`config.mk`:
```
export PLATFORM = sky130hd
export DESIGN_NAME = lii_egress_packetizer
export DESIGN_NICKNAME = d
export VERILOG_FILES = /design/src/rtl/lii_pkg.sv /design/src/rtl/lii_sync_fifo.sv /design/src/rtl/lii_egress_packetizer.sv
export SDC_FILE = /design/constraint.sdc
export NUM_CORES = 1
export LEC_CHECK = 0
export CAP_MARGIN = 0
export CORE_MARGIN = 1
export CORE_UTILIZATION = 55
export CTS_CLUSTER_SIZE = 24
export DETAILED_ROUTE_END_ITERATION = 8
export PLACE_DENSITY_LB_ADDON = 0.2
export SETUP_SLACK_MARGIN = 0.15
export SLEW_MARGIN = 30
export SYNTH_ARGS = -nofsm -noshare
export SYNTH_HDL_FRONTEND = slang
export SYNTH_SLANG_ARGS = --single-unit
```
`constraint.sdc`:
```
create_clock -name aclk -period 14.99 [get_ports aclk]
set_input_delay 2.2485 -clock aclk [delete_from_list [all_inputs] [get_ports aclk]]
set_output_delay 2.2485 -clock aclk [all_outputs]
set_load 0.03 [all_outputs]
```
`src/rtl/lii_pkg.sv`:
```
// ---------------------------------------------------------------------------
// lii_pkg
//   Shared definitions for LII fabric blocks: default packing width, the
//   8-bit node-ID type, the node IDs of the kernels wired to the fabric and
//   the egress packetizer state encoding.
// ---------------------------------------------------------------------------
package lii_pkg;

    localparam int LII_PW = 128;

    typedef logic [7:0] node_id_t;

    localparam node_id_t CONV4_ID = 8'd4;
    localparam node_id_t CONV5_ID = 8'd5;
    localparam node_id_t CONV6_ID = 8'd6;

    typedef enum logic {
        ST_IDLE = 1'b0,
        ST_SEND = 1'b1
    } pkt_state_t;

endpackage

```
`src/rtl/lii_sync_fifo.sv`:
```
// ---------------------------------------------------------------------------
// lii_sync_fifo
//   Single-clock first-word-fall-through FIFO, PW bits x DEPTH entries.
//   The head entry is presented combinationally on rd_data whenever the FIFO
//   is non-empty, so a consumer can pop it in the same cycle it sees it.
// Ports
//   clk      in   1                 clock, rising edge
//   srst     in   1                 synchronous active-high reset (pointers, count)
//   wr_data  in   PW                data to write
//   wr_en    in   1                 write request (ignored when full)
//   rd_en    in   1                 pop request (ignored when empty)
//   rd_data  out  PW                head entry
//   full     out  1                 count == DEPTH
//   count    out  $clog2(DEPTH)+1   fill level
// ---------------------------------------------------------------------------
module lii_sync_fifo
    import lii_pkg::*;
#(
    parameter int PW    = LII_PW,
    parameter int DEPTH = 16
) (
    input  logic                     clk,
    input  logic                     srst,
    input  logic [PW-1:0]            wr_data,
    input  logic                     wr_en,
    input  logic                     rd_en,
    output logic [PW-1:0]            rd_data,
    output logic                     full,
    output logic [$clog2(DEPTH):0]   count
);

    localparam int AW = $clog2(DEPTH);
    localparam int CW = AW + 1;

    logic [PW-1:0] mem_reg [DEPTH];
    logic [AW-1:0] wr_ptr_reg;
    logic [AW-1:0] rd_ptr_reg;
    logic [CW-1:0] count_reg;
    logic [CW-1:0] count_next;
    logic          do_wr;
    logic          do_rd;
    logic          empty;

    assign full  = (count_reg == CW'(DEPTH));
    assign empty = (count_reg == '0);
    assign do_wr = wr_en & ~full;
    assign do_rd = rd_en & ~empty;

    always_comb begin
        count_next = count_reg;
        case ({do_wr, do_rd})
            2'b10:   count_next = count_reg + 1'b1;
            2'b01:   count_next = count_reg - 1'b1;
            default: count_next = count_reg;
        endcase
    end

    // Storage carries no reset: stale contents are unreachable once the
    // pointers are cleared.
    always_ff @(posedge clk) begin
        if (do_wr) begin
            mem_reg[wr_ptr_reg] <= wr_data;
        end
    end

    // DEPTH is a power of two, so the pointers wrap by natural overflow.
    always_ff @(posedge clk) begin
        if (srst) begin
            wr_ptr_reg <= '0;
            rd_ptr_reg <= '0;
            count_reg  <= '0;
        end else begin
            if (do_wr) wr_ptr_reg <= wr_ptr_reg + 1'b1;
            if (do_rd) rd_ptr_reg <= rd_ptr_reg + 1'b1;
            count_reg <= count_next;
        end
    end

    assign rd_data = mem_reg[rd_ptr_reg];
    assign count   = count_reg;

endmodule

```
`src/rtl/lii_egress_packetizer.sv`:
```
// ---------------------------------------------------------------------------
// lii_egress_packetizer
//   Buffers kernel output beats and emits them onto the LII fabric as
//   gap-free bursts of BURST beats (tlast on the final beat), stamped with
//   fixed source/destination node IDs. A flush pulse drains a partial burst
//   at end of layer. A burst is only started once all of its beats are
//   resident, so m_tvalid never drops mid-burst.
// Ports
//   aclk, arst          clock / synchronous active-high reset
//   s_tdata/tvalid/tready  upstream beat stream from the kernel wrapper
//   flush               one-cycle pulse: send buffered remainder as short burst
//   m_tdata/tvalid/tready/tlast  fabric beat stream
//   m_src, m_dst        constant SRC_ID / DST_ID
//   occupancy           FIFO fill level
//   bursts_sent         completed-burst counter, wraps
// ---------------------------------------------------------------------------
module lii_egress_packetizer
    import lii_pkg::*;
#(
    parameter int       PW     = LII_PW,
    parameter int       DEPTH  = 16,
    parameter int       BURST  = 8,
    parameter node_id_t SRC_ID = CONV5_ID,
    parameter node_id_t DST_ID = CONV6_ID
) (
    input  logic                     aclk,
    input  logic                     arst,
    input  logic [PW-1:0]            s_tdata,
    input  logic                     s_tvalid,
    output logic                     s_tready,
    input  logic                     flush,
    output logic [PW-1:0]            m_tdata,
    output logic                     m_tvalid,
    input  logic                     m_tready,
    output logic                     m_tlast,
    output node_id_t                 m_src,
    output node_id_t                 m_dst,
    output logic [$clog2(DEPTH):0]   occupancy,
    output logic [15:0]              bursts_sent
);

    localparam int OW = $clog2(DEPTH) + 1;
    localparam int LW = $clog2(BURST) + 1;
    localparam logic [OW-1:0] BURST_OCC = OW'(BURST);
    localparam logic [LW-1:0] BURST_LEN = LW'(BURST);

    pkt_state_t    state_reg, state_next;
    logic [LW-1:0] beat_cnt_reg, beat_cnt_next;
    logic [LW-1:0] burst_len_reg, burst_len_next;
    logic          flush_pend_reg, flush_pend_next;
    logic [15:0]   bursts_reg, bursts_next;
    logic          ready_en_reg;   // holds s_tready low until the cycle after reset
    logic          fifo_full;
    logic          push;
    logic          pop;

    assign s_tready = ready_en_reg & ~fifo_full;
    assign push     = s_tvalid & s_tready;
    assign pop      = m_tvalid & m_tready;

    lii_sync_fifo #(
        .PW    (PW),
        .DEPTH (DEPTH)
    ) u_fifo (
        .clk     (aclk),
        .srst    (arst),
        .wr_data (s_tdata),
        .wr_en   (push),
        .rd_en   (pop),
        .rd_data (m_tdata),
        .full    (fifo_full),
        .count   (occupancy)
    );

    // State register and counters
    always_ff @(posedge aclk) begin
        if (arst) begin
            state_reg      <= ST_IDLE;
            beat_cnt_reg   <= '0;
            burst_len_reg  <= BURST_LEN;
            flush_pend_reg <= 1'b0;
            bursts_reg     <= '0;
            ready_en_reg   <= 1'b0;
        end else begin
            state_reg      <= state_next;
            beat_cnt_reg   <= beat_cnt_next;
            burst_len_reg  <= burst_len_next;
            flush_pend_reg <= flush_pend_next;
            bursts_reg     <= bursts_next;
            ready_en_reg   <= 1'b1;
        end
    end

    // Next-state logic. Burst start decisions look only at the registered
    // occupancy, so the first beat is valid the cycle after the decision.
    always_comb begin
        state_next      = state_reg;
        beat_cnt_next   = beat_cnt_reg;
        burst_len_next  = burst_len_reg;
        flush_pend_next = flush_pend_reg;
        bursts_next     = bursts_reg;
        case (state_reg)
            ST_IDLE: begin
                if (occupancy >= BURST_OCC) begin
                    // Full bursts go first; a pending flush waits for the remainder.
                    state_next     = ST_SEND;
                    burst_len_next = BURST_LEN;
                    beat_cnt_next  = '0;
                end else if (flush_pend_reg && (occupancy != '0)) begin
                    state_next      = ST_SEND;
                    burst_len_next  = LW'(occupancy);
                    beat_cnt_next   = '0;
                    flush_pend_next = 1'b0;
                end else if (flush_pend_reg) begin
                    // Nothing buffered: the flush is a no-op.
                    flush_pend_next = 1'b0;
                end
            end
            ST_SEND: begin
                if (pop) begin
                    if (m_tlast) begin
                        state_next    = ST_IDLE;
                        beat_cnt_next = '0;
                        bursts_next   = bursts_reg + 16'd1;
                    end else begin
                        beat_cnt_next = beat_cnt_reg + 1'b1;
                    end
                end
            end
            default: state_next = ST_IDLE;
        endcase
        // A new pulse always wins so it is never lost to a same-cycle clear.
        if (flush) begin
            flush_pend_next = 1'b1;
        end
    end

    // Outputs
    always_comb begin
        m_tvalid = (state_reg == ST_SEND);
        m_tlast  = (state_reg == ST_SEND) && (beat_cnt_reg == (burst_len_reg - 1'b1));
    end

    assign m_src       = SRC_ID;
    assign m_dst       = DST_ID;
    assign bursts_sent = bursts_reg;

endmodule

```
Word level (Yosys, flattened, before mapping)
Memories as Yosys holds them, arrays and structs flattened. A register that Yosys moved wholly into a read port is not among the register bits.
Index checks and enable logic that the tools add are counted.
W data, S select, Z words.

operators by class
  add/sub/neg operators = 7
  multiply operators = 0
  div/mod/pow operators = 0
  order comparisons = 1
  eq/ne operators = 8
  shift-type cells = 0
  multiplexer cells = 21
  bitwise logic cells = 8
  reductions and logical operators = 10

operators by type and width
  cell                     number
  $mux W4                  8
  $add A16 B1 Y16 const B  1
  $add A4 B1 Y4 const B    3
  $mux W1                  10
  $pmux W5 S2              1
  $pmux W4 S2              1
  $reduce_and A2 Y1        3
  $add A5 B1 Y5 const B    1
  $and A1 B1 Y1            5
  $eq A5 B5 Y1 const B     1
  $ge A5 B4 Y1 const B     1
  $logic_not A5 Y1         1
  $reduce_bool A5 Y1       1
  $sub A5 B1 Y5 const B    1
  $eq A4 B4 Y1             1
  $ne A2 B2 Y1 const B     2
  $reduce_bool A2 Y1       2
  $sub A4 B1 Y4 const B    1
  $ne A3 B3 Y1 const B     1
  $not A1 Y1               3
  $reduce_and A3 Y1        1
  $eq A2 B1 Y1 const B     1
  $eq A2 B2 Y1 const B     1
  $logic_and A1 B1 Y1      2
  other kinds (2)          2

word-level totals
  bits in registers = 40
  latch bits = 0
  memory bits (writable) = 2,048
  bits in read-only memories = 0
  output and inout bits = 168
  memories kept = 1

memory list
  name            words  width  rd ports  clocked after memory_dff  wr ports  RTL line             RTL
  u_fifo.mem_reg  16     128    1         1                         1         lii_sync_fifo.sv:35  logic [PW-1:0] mem_reg [DEPTH];

Logic depth before layout (Yosys ltp)
  depth after elaboration = 7
  mapped depth = 13

Hierarchy
From an unflattened synthesis, not the netlist that was laid out.

second synthesis, totals
  cell total of the unflattened synthesis = 3,332
  area total of the unflattened synthesis = 79,543.8 sq um

by module, submodules not included
  module                 times used  cells each  area an instance (sq um)
  lii_sync_fifo          1           3,163       78,059.9
  lii_egress_packetizer  1           169         1,483.9

Worst setup path after synthesis
Ideal clock, no wire load.

  path kind = input to register
  start = in s_tvalid
  end = mem u_fifo.mem_reg[3][0] in the netlist's numbering, enable pin
  arrival time = 11.589 ns
  data required time = 14.218 ns
  slack = 2.629 ns
  cell stages on the path = 4
  buffers on the path = 0
  cell sequence = inv_1 a211oi_2 nand2_1 nor3_1

on the way
  longest elaborated chain between the ends = 4

ends and longest elaborated chain
  element                        RTL line                     RTL
  start: declaration             lii_egress_packetizer.sv:29  input logic s_tvalid,
  $and A1 B1 Y1                  lii_egress_packetizer.sv:58  assign push = s_tvalid & s_tready;
  $and A1 B1 Y1                  lii_sync_fifo.sv:46          assign do_wr = wr_en & ~full;
  $mux W1                        lii_sync_fifo.sv:61          if (do_wr) begin
  $mux W1 (not written as such)  lii_sync_fifo.sv:62          mem_reg[wr_ptr_reg] <= wr_data;
  end: declaration               lii_sync_fifo.sv:35

No other way between the ends.

==> results by group <==
GRT
  • Pin count of the biggest net entering global routing: approximately 170
  • Global-route wire length before repair: ~250000 um
  • Gr usage total: between 20% and 30%
  • Initial antenna violation count: 24
  • Vias in the first global route: 37930
  • Global route overflow: 0

Synth
  • Post-Syn Area per Cell: between 20 and 25 sq um
  • Mapped Area: between 0.07 and 0.08 sq mm
  • Mux contribution to synthesized area: approximately 17%
  • Syn Inst Count: 3333
  • Adder-cell share of the synthesized area: less than 1%
  • Asr flop ratio synth: 0%
  • Yosys cell types: 48
  • Sequential cell area fraction in the yosys report: between 70% and 80%
  • Most used flip-flop cell after synthesis: edfxtp_1
  • Simple logic cell fraction of the synthesized area: 1.247%
  • Yosys reg bits: between 2000 and 2500
  • Main combinational cell family by area after synthesis: multiplexers
  • Post-synth EDFFs: 2048
  • Xor-xnor portion of the synthesized cell area: less than 1%
  • Compound-Gate Fraction of Synth Area: under 10%
  • Synth Warn #: 0

Finish
  • Non-Filler Instances: 5787
  • Max FFs per register: 2048
  • Fraction of layout cells with a size suffix above 1: around 25%
  • Nets: 3859
  • Area delta synth->final: 14.89%
  • Finished Cell Area: roughly 0.091 sq mm

Detailed routing
  • DR vias: ~36000
  • Drt via density: around 6.2
  • WL final: 172800 um
  • ANT nets after route: 0
  • First-pass detailed-route iteration total: 6
  • WL per Instance: approximately 30 um
  • Drc violations: 0
  • Iter 0 DRT Violations: roughly 3700

Power
  • VDD IR max: 0.1071 mV
  • Logic pwr share: 2.7%
  • Sw Pwr: approximately 2.3 mW
  • Clock network power share: between 40 and 50%
  • Internal power: 9.410 mW
  • Lkg Pwr: 27.36 nW
  • Part of the power in registers: 55.3%
  • Pwr Density: about 130 mW/mm^2
  • Sw Share: approximately a fifth

Worst setup path
  • CP bufs+invs: 5
  • Max incr delay on CP: roughly 740 ps
  • CP arrival: about 5300 ps
  • Delay-heaviest family, CP: buffers and inverters
  • Crit. End Element: primary output
  • CP Max Fanout: 79
  • CP most frequent cell: buf_12
  • Path type of the worst setup path: reg2out
  • Cell Chain, Critical Path: buf_12, buf_12, buf_16, buf_4, mux4_2, nor2b_1, a211oi_1, a21oi_1, clkdlybuf4s50_1
  • Worst Setup Start Kind: flop
  • CP required: approximately 13000 ps
  • Critical path's slowest cell: dfxtp_4

STA
  • Slew HR: about a third
  • Max-slew violations: 0
  • Final setup viols: 0
  • Tmin final: 7530 ps
  • Fin. Hold Viols: 0
  • Fmax: around 0.13 GHz
  • Tcrit/Tclk final: between 50 and 60%
  • Worst hold slack: 491.3 ps
  • Clock Skew: approximately 25 ps
  • Slew of the pin with the lowest slew margin: between 1000 and 1500 ps
  • Setup TNS: 0 ps
  • RSZ-0062 raised after global routing: no

Clock network
  • # clock sinks: 2092
  • H-Tree Depth: 4
  • Clock-pin transition on the worst setup and hold timing paths: around 60 ps
  • CTS Buf Count: just over 200
  • Clock Latency Late Sink: 820 ps
  • Gates resized, CTS repair: 0
  • CTS Hold Buffers Added: 0
  • CTS tree: built
  • Clk buf depth: 3
  • Root Buffer: clkbuf_16
  • Post-CTS Setup Bufs: 0

Floorplan
  • Core footprint: approximately 0.14 sq mm
  • Row cnt: 139
  • Die W: around 380 um
  • I/O pins: 301
  • Die area: approximately 0.15 sq mm
  • Starting Density: 55.38%
  • Die Height: about 380 um

Placed design
  • Cell count after placement: approximately 5400
  • # port buffers: 284
  • DP Area: between 0.08 and 0.09 sq mm
  • Gpl congestion: 0.7297
  • Dpl hpwl: a little under 90000 um

Flow run
  • Max Cap Viol: 0

Hold path
  • Worst hold path class: reg2reg

Run status
  • Outcome: completed
cell usage in the layout (no fill, tap or decap), types with 8 or more instances in the layout:
cell	synthesis	layout
a21oi_1	82	82
buf_4	17	47
nor2_4	0	12
diode_2	0	8
edfxtp_1	2048	2048
clkdlybuf4s50_1	0	284
buf_12	0	11
clkinv_1	0	49
buf_6	0	8
inv_1	11	11
clkbuf_1	98	35
a211oi_1	64	64
nand2_1	26	26
xor2_1	10	10
conb_1	2	16
mux2i_1	70	70
nor2b_1	67	67
nor2_1	42	30
clkinv_2	0	45
xnor2_1	11	11
dfxtp_1	44	40
clkbuf_16	0	205
ha_1	11	11
mux4_2	576	576
bufinv_16	0	20
final timing paths:
path                            cells past startpoint                     to  slack [ps]       startpoint
worst max-delay path                                9            m_tdata[27]        7460             flop
worst min-delay path                                2         flush_pend_reg         490   flush_pend_reg
worst max register to register                      6  u_fifo.mem_reg[8][21]       10370  u_fifo.count[2]
worst min register to register                      2         flush_pend_reg         490   flush_pend_reg
synthesized netlist by cell type, types with 3 or more instances:
master	count	area, sq um
ha_1	11	137.6
or4_1	5	37.54
edfxtp_1	2048	61500
mux2i_1	70	700.7
nor4_1	6	37.54
dfxtp_1	44	880.8
nor2_1	42	157.7
a31oi_1	3	18.77
xnor2_1	11	96.34
a21oi_1	82	410.4
nand3b_1	4	30.03
nor2b_1	67	419.2
or3_1	6	37.54
nor3_1	8	40.04
o21ai_0	7	35.03
mux4_2	576	12970
nand3_1	5	25.02
xor2_1	10	87.58
nand4_1	3	18.77
buf_4	17	127.6
nand2_1	26	97.59
clkbuf_1	98	367.9
buf_2	44	220.2
inv_1	11	41.29
o31ai_1	4	30.03
buf_1	33	123.9
a211oi_1	64	480.5
layer usage:
layer  up-vias  share of wire [%]  routed length [um]  track usage (%)
met3       284                6.7               11630            4.752
li1      15020                  -                   -                -
met4        24                2.1                3626            6.356
met1     19450                 40               68980            32.57
met2      1222                 51               88380            40.34
met5         -              0.080                 138                0
power by group through the flow:
stage	registers, mW	logic [mW]	clock network [mW]
6_report	6.46	0.315	4.92
5_1_grt	6.46	0.337	5.22
4_1_cts	6.46	0.319	5.01
3_5_place_dp	6.59	0.318	0
3_3_place_gp	6.58	0.304	0
2_1_floorplan	6.59	0.142	0
metrics by stage:
| step | setup WS, ps | power [mW] | util, % |
|---|---|---|---|
| 6_report | 7460 | 11.70 | 63.63 |
| 5_1_grt | 7023 | 12.02 | 63.62 |
| 4_1_cts | 7309 | 11.79 | 63.55 |
| 3_5_place_dp | 8217 | 6.905 | 59.08 |
| 3_3_place_gp | 7855 | 6.888 | 58.98 |
| 2_1_floorplan | 2629 | 6.736 | - |
kinds of logic (layout without fill, tap and decap cells):
family | Yosys count | in the layout
flip-flops | 2092 | 2092
multiplexers | 648 | 648
buffers and inverters | 204 | 733
AND/OR/NAND/NOR | 184 | 184
AO/OA/AOI/OAI | 170 | 170
XOR/XNOR | 22 | 22
adder cells (fa/ha/maj) | 11 | 11
other | 2 | 24
final cells by class:
class                      count  area [sq um]
tap                         1903          2381
multi-input combinational   1051         16260
antenna                        8         20.02
timing repair buffer         356          3671
inverter                      11         41.29
clock inverter               126          1151
sequential                  2092         62390
fill                        9310         52120
clock buffer                 240          5261
worst reg2reg max path, delay by kind of cell (launching register included):
kind | cells | cell delay, ps
buf+inv | 2 | 1700
simple gates | 3 | 1300
compound gates | 1 | 640
flops | 1 | 540
No activity file was read; power rests on OpenSTA's default activity.
